[config.mk]
export PLATFORM = sky130hd
export DESIGN_NAME = fpga_ahb_regfile
export DESIGN_NICKNAME = d
export VERILOG_FILES = /design/src/rtl/fpga_ahb_regfile.sv
export SDC_FILE = /design/constraint.sdc
export NUM_CORES = 1
export LEC_CHECK = 0
export BUFFER_PORTS_ARGS = -buffer_cell sky130_fd_sc_hd__buf_2
export CAP_MARGIN = 20
export CORE_ASPECT_RATIO = 1.1
export CORE_MARGIN = 1.5
export CORE_UTILIZATION = 45
export CTS_CLUSTER_SIZE = 12
export DETAILED_ROUTE_END_ITERATION = 7
export PLACE_DENSITY = 0.67
export SLEW_MARGIN = 40
export SYNTH_ARGS = -nofsm -noshare
export SYNTH_HDL_FRONTEND = slang
export SYNTH_SLANG_ARGS = --single-unit
export TNS_END_PERCENT = 1
[constraint.sdc]
create_clock -name clk -period 2.9 [get_ports clk]
set_input_delay 0.435 -clock clk [delete_from_list [all_inputs] [get_ports clk]]
set_output_delay 0.435 -clock clk [all_outputs]
set_load 0.01 [all_outputs]
[src/rtl/fpga_ahb_regfile.sv]
// AHB-lite register slave: ID, scratch, control, status and a masked rising-edge interrupt bank.
// Latency: HREADY pulses for one cycle, WAIT_STATES+1 cycles after HSEL is first sampled.
// Backpressure: one request at a time; HSEL must be seen low after HREADY before the next is taken.
module fpga_ahb_regfile #(
    parameter logic [31:0] ID_VALUE    = 32'h4831_0D03,
    parameter int          WAIT_STATES = 2,
    parameter int          IRQ_W       = 8,
    parameter logic [19:0] BASE_ADDR   = 20'h00000
) (
    input  logic             clk,
    input  logic             rst_n,
    input  logic             fpga_HSEL,
    input  logic             fpga_HWRITE,
    input  logic [19:0]      fpga_HADDR,
    input  logic [31:0]      fpga_HWDATA,
    output logic [31:0]      fpga_HRDATA,
    output logic             fpga_HREADY,
    output logic [31:0]      ctrl_o,
    input  logic [31:0]      status_i,
    input  logic [IRQ_W-1:0] irq_src_i,
    output logic             interrupt
);

    localparam logic [5:0] OFF_ID      = 6'h00;
    localparam logic [5:0] OFF_SCRATCH = 6'h01;
    localparam logic [5:0] OFF_CTRL    = 6'h02;
    localparam logic [5:0] OFF_STATUS  = 6'h03;
    localparam logic [5:0] OFF_STAT    = 6'h04;
    localparam logic [5:0] OFF_MASK    = 6'h05;
    localparam logic [5:0] OFF_PEND    = 6'h06;

    typedef enum logic [1:0] {S_IDLE, S_WAIT, S_ACK, S_HOLD} state_t;

    state_t           state_q, state_d;
    logic [3:0]       cnt_q, cnt_d;
    logic             wr_q, wr_d;
    logic [17:0]      addr_q, addr_d;
    logic [31:0]      wdata_q, wdata_d;
    logic [31:0]      hrdata_q, hrdata_d;
    logic             hready_q, hready_d;
    logic [31:0]      scratch_q, scratch_d;
    logic [31:0]      ctrl_q, ctrl_d;
    logic [IRQ_W-1:0] irq_stat_q, irq_stat_d;
    logic [IRQ_W-1:0] irq_mask_q, irq_mask_d;
    logic [IRQ_W-1:0] irq_src_q, irq_src_d;
    logic             interrupt_q, interrupt_d;

    logic [17:0]      acc_addr;
    logic [31:0]      rd_val;
    logic             wr_hit;
    logic             go_ack;
    logic [IRQ_W-1:0] irq_clr;
    logic [1:0]       unused_haddr;

    assign unused_haddr = fpga_HADDR[1:0];

    function automatic logic [31:0] ext_irq(input logic [IRQ_W-1:0] v);
        ext_irq            = '0;
        ext_irq[IRQ_W-1:0] = v;
    endfunction

    // With zero wait states the read is resolved straight from the live bus in IDLE.
    always_comb begin
        acc_addr = (state_q == S_IDLE) ? fpga_HADDR[19:2] : addr_q;
        rd_val   = '0;
        if (acc_addr[17:6] == BASE_ADDR[19:8]) begin
            case (acc_addr[5:0])
                OFF_ID:      rd_val = ID_VALUE;
                OFF_SCRATCH: rd_val = scratch_q;
                OFF_CTRL:    rd_val = ctrl_q;
                OFF_STATUS:  rd_val = status_i;
                OFF_STAT:    rd_val = ext_irq(irq_stat_q);
                OFF_MASK:    rd_val = ext_irq(irq_mask_q);
                OFF_PEND:    rd_val = ext_irq(irq_stat_q & irq_mask_q);
                default:     rd_val = '0;
            endcase
        end
    end

    always_comb begin
        wr_hit     = (state_q == S_ACK) && wr_q && (addr_q[17:6] == BASE_ADDR[19:8]);
        scratch_d  = scratch_q;
        ctrl_d     = ctrl_q;
        irq_mask_d = irq_mask_q;
        irq_clr    = '0;
        if (wr_hit) begin
            case (addr_q[5:0])
                OFF_SCRATCH: scratch_d  = wdata_q;
                OFF_CTRL:    ctrl_d     = wdata_q;
                OFF_STAT:    irq_clr    = wdata_q[IRQ_W-1:0];
                OFF_MASK:    irq_mask_d = wdata_q[IRQ_W-1:0];
                default:     ;
            endcase
        end
        irq_src_d   = irq_src_i;
        // A fresh edge outranks a simultaneous W1C on the same bit.
        irq_stat_d  = (irq_stat_q & ~irq_clr) | (irq_src_i & ~irq_src_q);
        interrupt_d = |(irq_stat_q & irq_mask_q);
    end

    always_comb begin
        state_d  = state_q;
        cnt_d    = cnt_q;
        wr_d     = wr_q;
        addr_d   = addr_q;
        wdata_d  = wdata_q;
        hrdata_d = hrdata_q;
        hready_d = 1'b0;
        go_ack   = 1'b0;
        case (state_q)
            S_IDLE: begin
                if (fpga_HSEL) begin
                    wr_d    = fpga_HWRITE;
                    addr_d  = fpga_HADDR[19:2];
                    wdata_d = fpga_HWDATA;
                    cnt_d   = 4'(WAIT_STATES);
                    if (WAIT_STATES == 0) go_ack = 1'b1;
                    else                  state_d = S_WAIT;
                end
            end
            S_WAIT: begin
                if (!fpga_HSEL) begin
                    state_d = S_IDLE;
                end else if (cnt_q == 4'd1) begin
                    // The bridge settles HWRITE later than HSEL, so take its final value here.
                    wr_d   = fpga_HWRITE;
                    go_ack = 1'b1;
                end else begin
                    cnt_d = cnt_q - 4'd1;
                end
            end
            S_ACK:   state_d = S_HOLD;
            S_HOLD:  if (!fpga_HSEL) state_d = S_IDLE;
            default: state_d = S_IDLE;
        endcase
        if (go_ack) begin
            state_d  = S_ACK;
            hready_d = 1'b1;
            if (!fpga_HWRITE) hrdata_d = rd_val;
        end
    end

    always_ff @(posedge clk or negedge rst_n) begin
        if (!rst_n) begin
            state_q     <= S_IDLE;
            cnt_q       <= '0;
            wr_q        <= 1'b0;
            addr_q      <= '0;
            wdata_q     <= '0;
            hrdata_q    <= '0;
            hready_q    <= 1'b0;
            scratch_q   <= '0;
            ctrl_q      <= '0;
            irq_stat_q  <= '0;
            irq_mask_q  <= '0;
            irq_src_q   <= '0;
            interrupt_q <= 1'b0;
        end else begin
            state_q     <= state_d;
            cnt_q       <= cnt_d;
            wr_q        <= wr_d;
            addr_q      <= addr_d;
            wdata_q     <= wdata_d;
            hrdata_q    <= hrdata_d;
            hready_q    <= hready_d;
            scratch_q   <= scratch_d;
            ctrl_q      <= ctrl_d;
            irq_stat_q  <= irq_stat_d;
            irq_mask_q  <= irq_mask_d;
            irq_src_q   <= irq_src_d;
            interrupt_q <= interrupt_d;
        end
    end

    assign fpga_HRDATA = hrdata_q;
    assign fpga_HREADY = hready_q;
    assign ctrl_o      = ctrl_q;
    assign interrupt   = interrupt_q;

endmodule

==> After elaboration in Yosys (flattened, before gate mapping) <==
Cells that the tools add are included.
{ "classes": {"n_addsub": 1, "n_eq_ne": 20, "n_mux": 21, "bitwise_logic": 7, "reduce_logical": 17} }
{ "op_table": {"columns": ["cell", "n"], "rows": [
  ["$pmux W32 S7", 1],
  ["$mux W32", 1],
  ["$eq A6 B3 Y1 const B", 5],
  ["$and A8 B8 Y8", 3],
  ["$logic_not A12 Y1", 2],
  ["$eq A6 B2 Y1 const B", 3],
  ["$mux W18", 1],
  ["$mux W8", 2],
  ["$not A8 Y8", 2],
  ["$eq A6 B1 Y1 const B", 2],
  ["$mux W4", 3],
  ["$reduce_and A2 Y1", 6],
  ["$ne A2 B2 Y1 const B", 4],
  ["$or A8 B8 Y8", 1],
  ["$pmux W4 S2", 1],
  ["$reduce_and A4 Y1", 2],
  ["$reduce_or A8 Y1", 1],
  ["$mux W1", 7],
  ["$logic_not A6 Y1", 1],
  ["$mux W2", 3],
  ["$pmux W2 S3", 1],
  ["$eq A2 B2 Y1 const B", 2],
  ["$eq A4 B1 Y1 const B", 1],
  ["$sub A4 B1 Y4 const B", 1],
  ["9 further kinds", 10]
]} }
{ "totals": {"ff_bits": 179, "in_bits": 96, "output_inout_bits": 66} }

==> Depth between registers and ports, before layout <==
{ "logic_depth": {"word_depth": 7, "ltp_mapped": 9, "ltp_nobuf": 7} }

==> Worst setup path after synthesis <==
Ideal clock, no wire load.
{ "synth_timing": {"path_type": "register -> register", "startpoint": "register addr_q[6]", "endpoint": "register scratch_q[10]", "setup_time_ns": 0.125, "arrival_ns": 2.111, "required_time_ns": 2.775, "slack_ns": 0.664, "stages_incl_launch_ff": 6, "cell_sequence": "dfrtp_1 -> or4_1 -> or4_4 -> nor2_8 -> buf_12 -> mux2_4"} }
{ "synth_via": {"elab_chain_cells": 3} }
{ "synth_lines": {"columns": ["item", "line", "text"], "rows": [
  ["start, declared", "37", "logic [17:0] addr_q, addr_d;"],
  ["start signal, assigned", "162", "addr_q <= addr_d;"],
  ["$logic_not A12 Y1", "81", "wr_hit = (state_q == S_ACK) && wr_q && (addr_q[17:6] == BASE_ADDR[19:8]);"],
  ["$logic_and A1 B1 Y1", "81", null],
  ["$reduce_and A2 Y1 (no source line)", null, null],
  ["end signal, assigned", "166", "scratch_q <= scratch_d;"],
  ["end, declared", "41", "logic [31:0] scratch_q, scratch_d;"]
]} }
Every way passes these cells.
A chain may end at the register's enable or synchronous reset.

==> Worst setup path in the final report <==
{ "layout_timing": {"startpoint": "register state_q[0]", "endpoint": "register scratch_q[0]"} }
{ "layout_via": {"elab_chain_cells": 4} }
{ "layout_lines": {"columns": ["item", "line", "text"], "rows": [
  ["start, declared", "34", "state_t state_q, state_d;"],
  ["start signal, assigned", "159", "state_q <= state_d;"],
  ["$eq A2 B2 Y1", "81", null],
  ["$logic_and A1 B1 Y1 (2 in a row)", "81", null],
  ["$reduce_and A2 Y1 (no source line)", null, null]
]} }
Every way passes these cells.

==> results.py <==
metrics = {
    "critical_path": {
        "crit_path_max_fanout": 13,
        "start_kind": "flip-flop",
        "cp_slowest_cell": "or4_4",
        "arrival_ns": 2.84,
        "setup.worst_path.end_class": "flip-flop",
        "required_ns": 3.21,
        "cp_cell_sequence": "nor4bb_1 -> nand2_1 -> or4_4 -> nor2_8 -> buf_4 -> mux2_2",
        "max_stage_delay_ns": 0.59,
        "critical_path_class": "reg2reg",
    },
    "cts": {
        "h-tree-depth": 4,
        "cts_sinks": 179,
        "clock_path_buffers": 2,
        "cts_resized": 0,
        "insertion_delay_ns": 0.43,
        "numCtsBuffers": 17,
        "postCtsSetupBuffers": 0,
        "path_clk_slew_ns": 0.07,
        "clockRootBuffer": "clkbuf_16",
        "cts_hold_buf": 0,
        "cts_tree": "yes",
    },
    "logic_synthesis": {
        "syn_area_um2": 8110,
        "synth_top_family_by_area": "multiplexers",
        "ys_seq_elements": 179,
        "synth-xor-area-share_pct": 0,
        "yosysWarnings": 0,
        "synth_cell_type_count": 60,
        "synthMuxAreaShare_pct": 18.2,
        "postSynthCellCount": 637,
        "syn_avg_cell_area_um2": 12.7,
        "ys.flop_type": "dfrtp_1",
        "synth-compound-area-share_pct": 12.5,
        "postSynth.asyncResetShare_pct": 100,
        "synth-simple-area-share_pct": 9.88,
        "synth-seq-area-share_pct": 55.3,
        "synth_edf_count": 0,
        "synthAdderAreaFrac_pct": 0.309,
        "syn_nets": 735,
    },
    "global_routing": {
        "grt_pass1_wl_um": 33500,
        "grt_pass1_vias": 6190,
        "antenna_found_initial": 2,
        "grt-ovfl-total": 0,
        "grt_max_degree": 81,
        "grt.total_usage_pct": 23.5,
    },
    "timing": {
        "tns_ns": 0,
        "rsz0062_at_grt": "false",
        "min_period_ns": 2.53,
        "hold_violations": 0,
        "finalSetupViolations": 0,
        "fin_crit_sh_pct": 87.1,
        "finClkSkew_ns": 0.00924,
        "worst_slew_pin_slew_ns": 0.816,
        "relSlewSlack_pct": 45.4,
        "drv_slew": 0,
        "max_freq_ghz": 0.396,
    },
    "detailed_routing": {
        "vias_per_cell": 5.80,
        "wire_per_inst_um": 20.3,
        "finalWirelength_um": 21500,
        "num_vias": 6156,
        "ant_nets": 0,
        "drc": 0,
        "drtIter0Drc": 403,
        "firstDrtPassIters": 5,
    },
    "place": {
        "place_hpwl_um": 15300,
        "port_buffers": 159,
        "gp_congestion": 0.848,
    },
    "min_path": {
        "min_path_type": "in2async",
    },
    "job": {
        "maxCapViolations": 0,
    },
    "run_status": {
        "status": "finished, final reports clean",
    },
    "final_layout": {
        "mostFrequentLayoutCells": "179 x dfrtp_1, 158 x buf_2, 88 x mux2_2",
        "area_growth_pct": 22.5,
        "layout_commonest_cell": "dfrtp_1",
        "nets": 907,
        "drive_above_1_share_pct": 42.9,
    },
    "die": {
        "chipHeight_um": 144,
        "fp.dieArea_um2": 18800,
        "die_width_um": 131,
        "pin_count": 162,
        "num_rows": 51,
        "initial_utilization_pct": 45.9,
        "core_um2": 17700,
    },
    "power_and_ir_drop": {
        "power_density_nw_per_um2": 750,
        "leakage_nw": 4.63,
        "peakVddDrop_mv": 0.427,
        "p_total_w": 0.00744,
    },
}
## power by group
part / internal [W] / switching, W
Combinational: 0.000787 / 0.00106
Sequential: 0.00291 / 0.000413
Clock: 0.00129 / 0.000991
Total: 0.00498 / 0.00246
## worst max-delay path: cells and delay by family (launching register included)
family / cells / cell delay [ns]
multiplexers: 1 / 0.37
buffers and inverters: 1 / 0.29
AND/OR/NAND/NOR: 4 / 1.25
flip-flops: 1 / 0.49
## cell type report
class | count | area [um^2]
fillers | 1536 | 7750
flip-flops and latches | 179 | 4480
multi-input cells | 397 | 3350
repair buffers | 189 | 1120
clock buffers | 19 | 433
well taps | 238 | 298
clock inverters | 13 | 150
inverters | 25 | 93.8
diodes | 1 | 2.50
## logic make-up (layout without fill, tap and decap cells)
family / after synthesis / count (layout)
AO/OA/AOI/OAI: 137 / 137
other: 0 / 1
multiplexers: 121 / 121
AND/OR/NAND/NOR: 137 / 137
adder cells (fa/ha/maj): 2 / 2
buffers and inverters: 61 / 246
flip-flops: 179 / 179
## Yosys cell counts (2+ instances only)
cell      count  area, um^2
nand2b_1      3        18.8
nand4_1       3        18.8
nor3_1        3        15.0
a22o_1       17         149
buf_2        16        80.1
o21ai_1       5        25.0
a221oi_1     25         219
dfrtp_1     179        4480
a22oi_1      12        90.1
nor3_2        2        20.0
and2_1        5        31.3
nand2_1      51         191
ha_1          2        25.0
nor2_1       10        37.5
mux2_2       88         991
buf_4         3        22.5
a31oi_1       4        25.0
and3_1        2        12.5
or4b_1        2        20.0
a32oi_1       7        61.3
o22ai_1       3        18.8
a21boi_0      7        52.6
inv_1        25        93.8
a21oi_1       6        30.0
o21ai_0      29         145
o211ai_1      5        37.5
mux2_1        2        22.5
mux2_4       30         450
o211a_1       2        20.0
o21a_1        4        30.0
nand3_1       4        20.0
nor4_1       18         113
nor4b_1      21         184
buf_12        3        60.1
clkbuf_1     12        45.0
nor2b_1       3        18.8
## state kept, by name, indices dropped and copies added (netlist names)
signal,cells
ctrl_o,32
irq_stat_q,8
interrupt,1
scratch_q,32
fpga_HRDATA,32
state_q,2
irq_mask_q,8
wr_q,1
wdata_q,32
irq_src_q,8
addr_q,18
fpga_HREADY,1
cnt_q,4
## through the flow
step / utilization [%] / area, um^2 / instances / hold slack [ns] / worst slack, ns
global placement: 52.7 / 9320 / 1026 / 0.456 / 0.270
CTS: 56.1 / 9920 / 1060 / 0.0697 / 0.269
finish: 56.2 / 9930 / 1061 / 0.0281 / 0.374
detailed placement: 52.8 / 9340 / 1028 / 0.467 / 0.304
floorplan: - / 8110 / 637 / 0.139 / 0.664
global route: 56.2 / 9930 / 1061 / 0.0952 / 0.265
## metal layers
layer  up-vias  GRT usage (%)  wire [um]
met3        36           5.21       1480
met4         2           7.40        408
met5         -              0         10
met2       262           40.0      10900
met1      3125           29.8       8790
li1       2731              -          -
## worst paths after layout
kind,startpoint,end,slack (ns),depth (start not counted)
worst max register to register,state_q[0],scratch_q[0],0.37,6
max in group asynchronous,rst_n,addr_q[13],2.08,2
worst min register to register,fpga_HRDATA[24],fpga_HRDATA[24],0.48,2
worst min-delay path,rst_n,scratch_q[22],0.03,1
worst max-delay path,state_q[0],scratch_q[0],0.37,6
min in group clk,irq_src_i[0],irq_src_q[0],0.13,1
(Power assumes the default switching activity.)
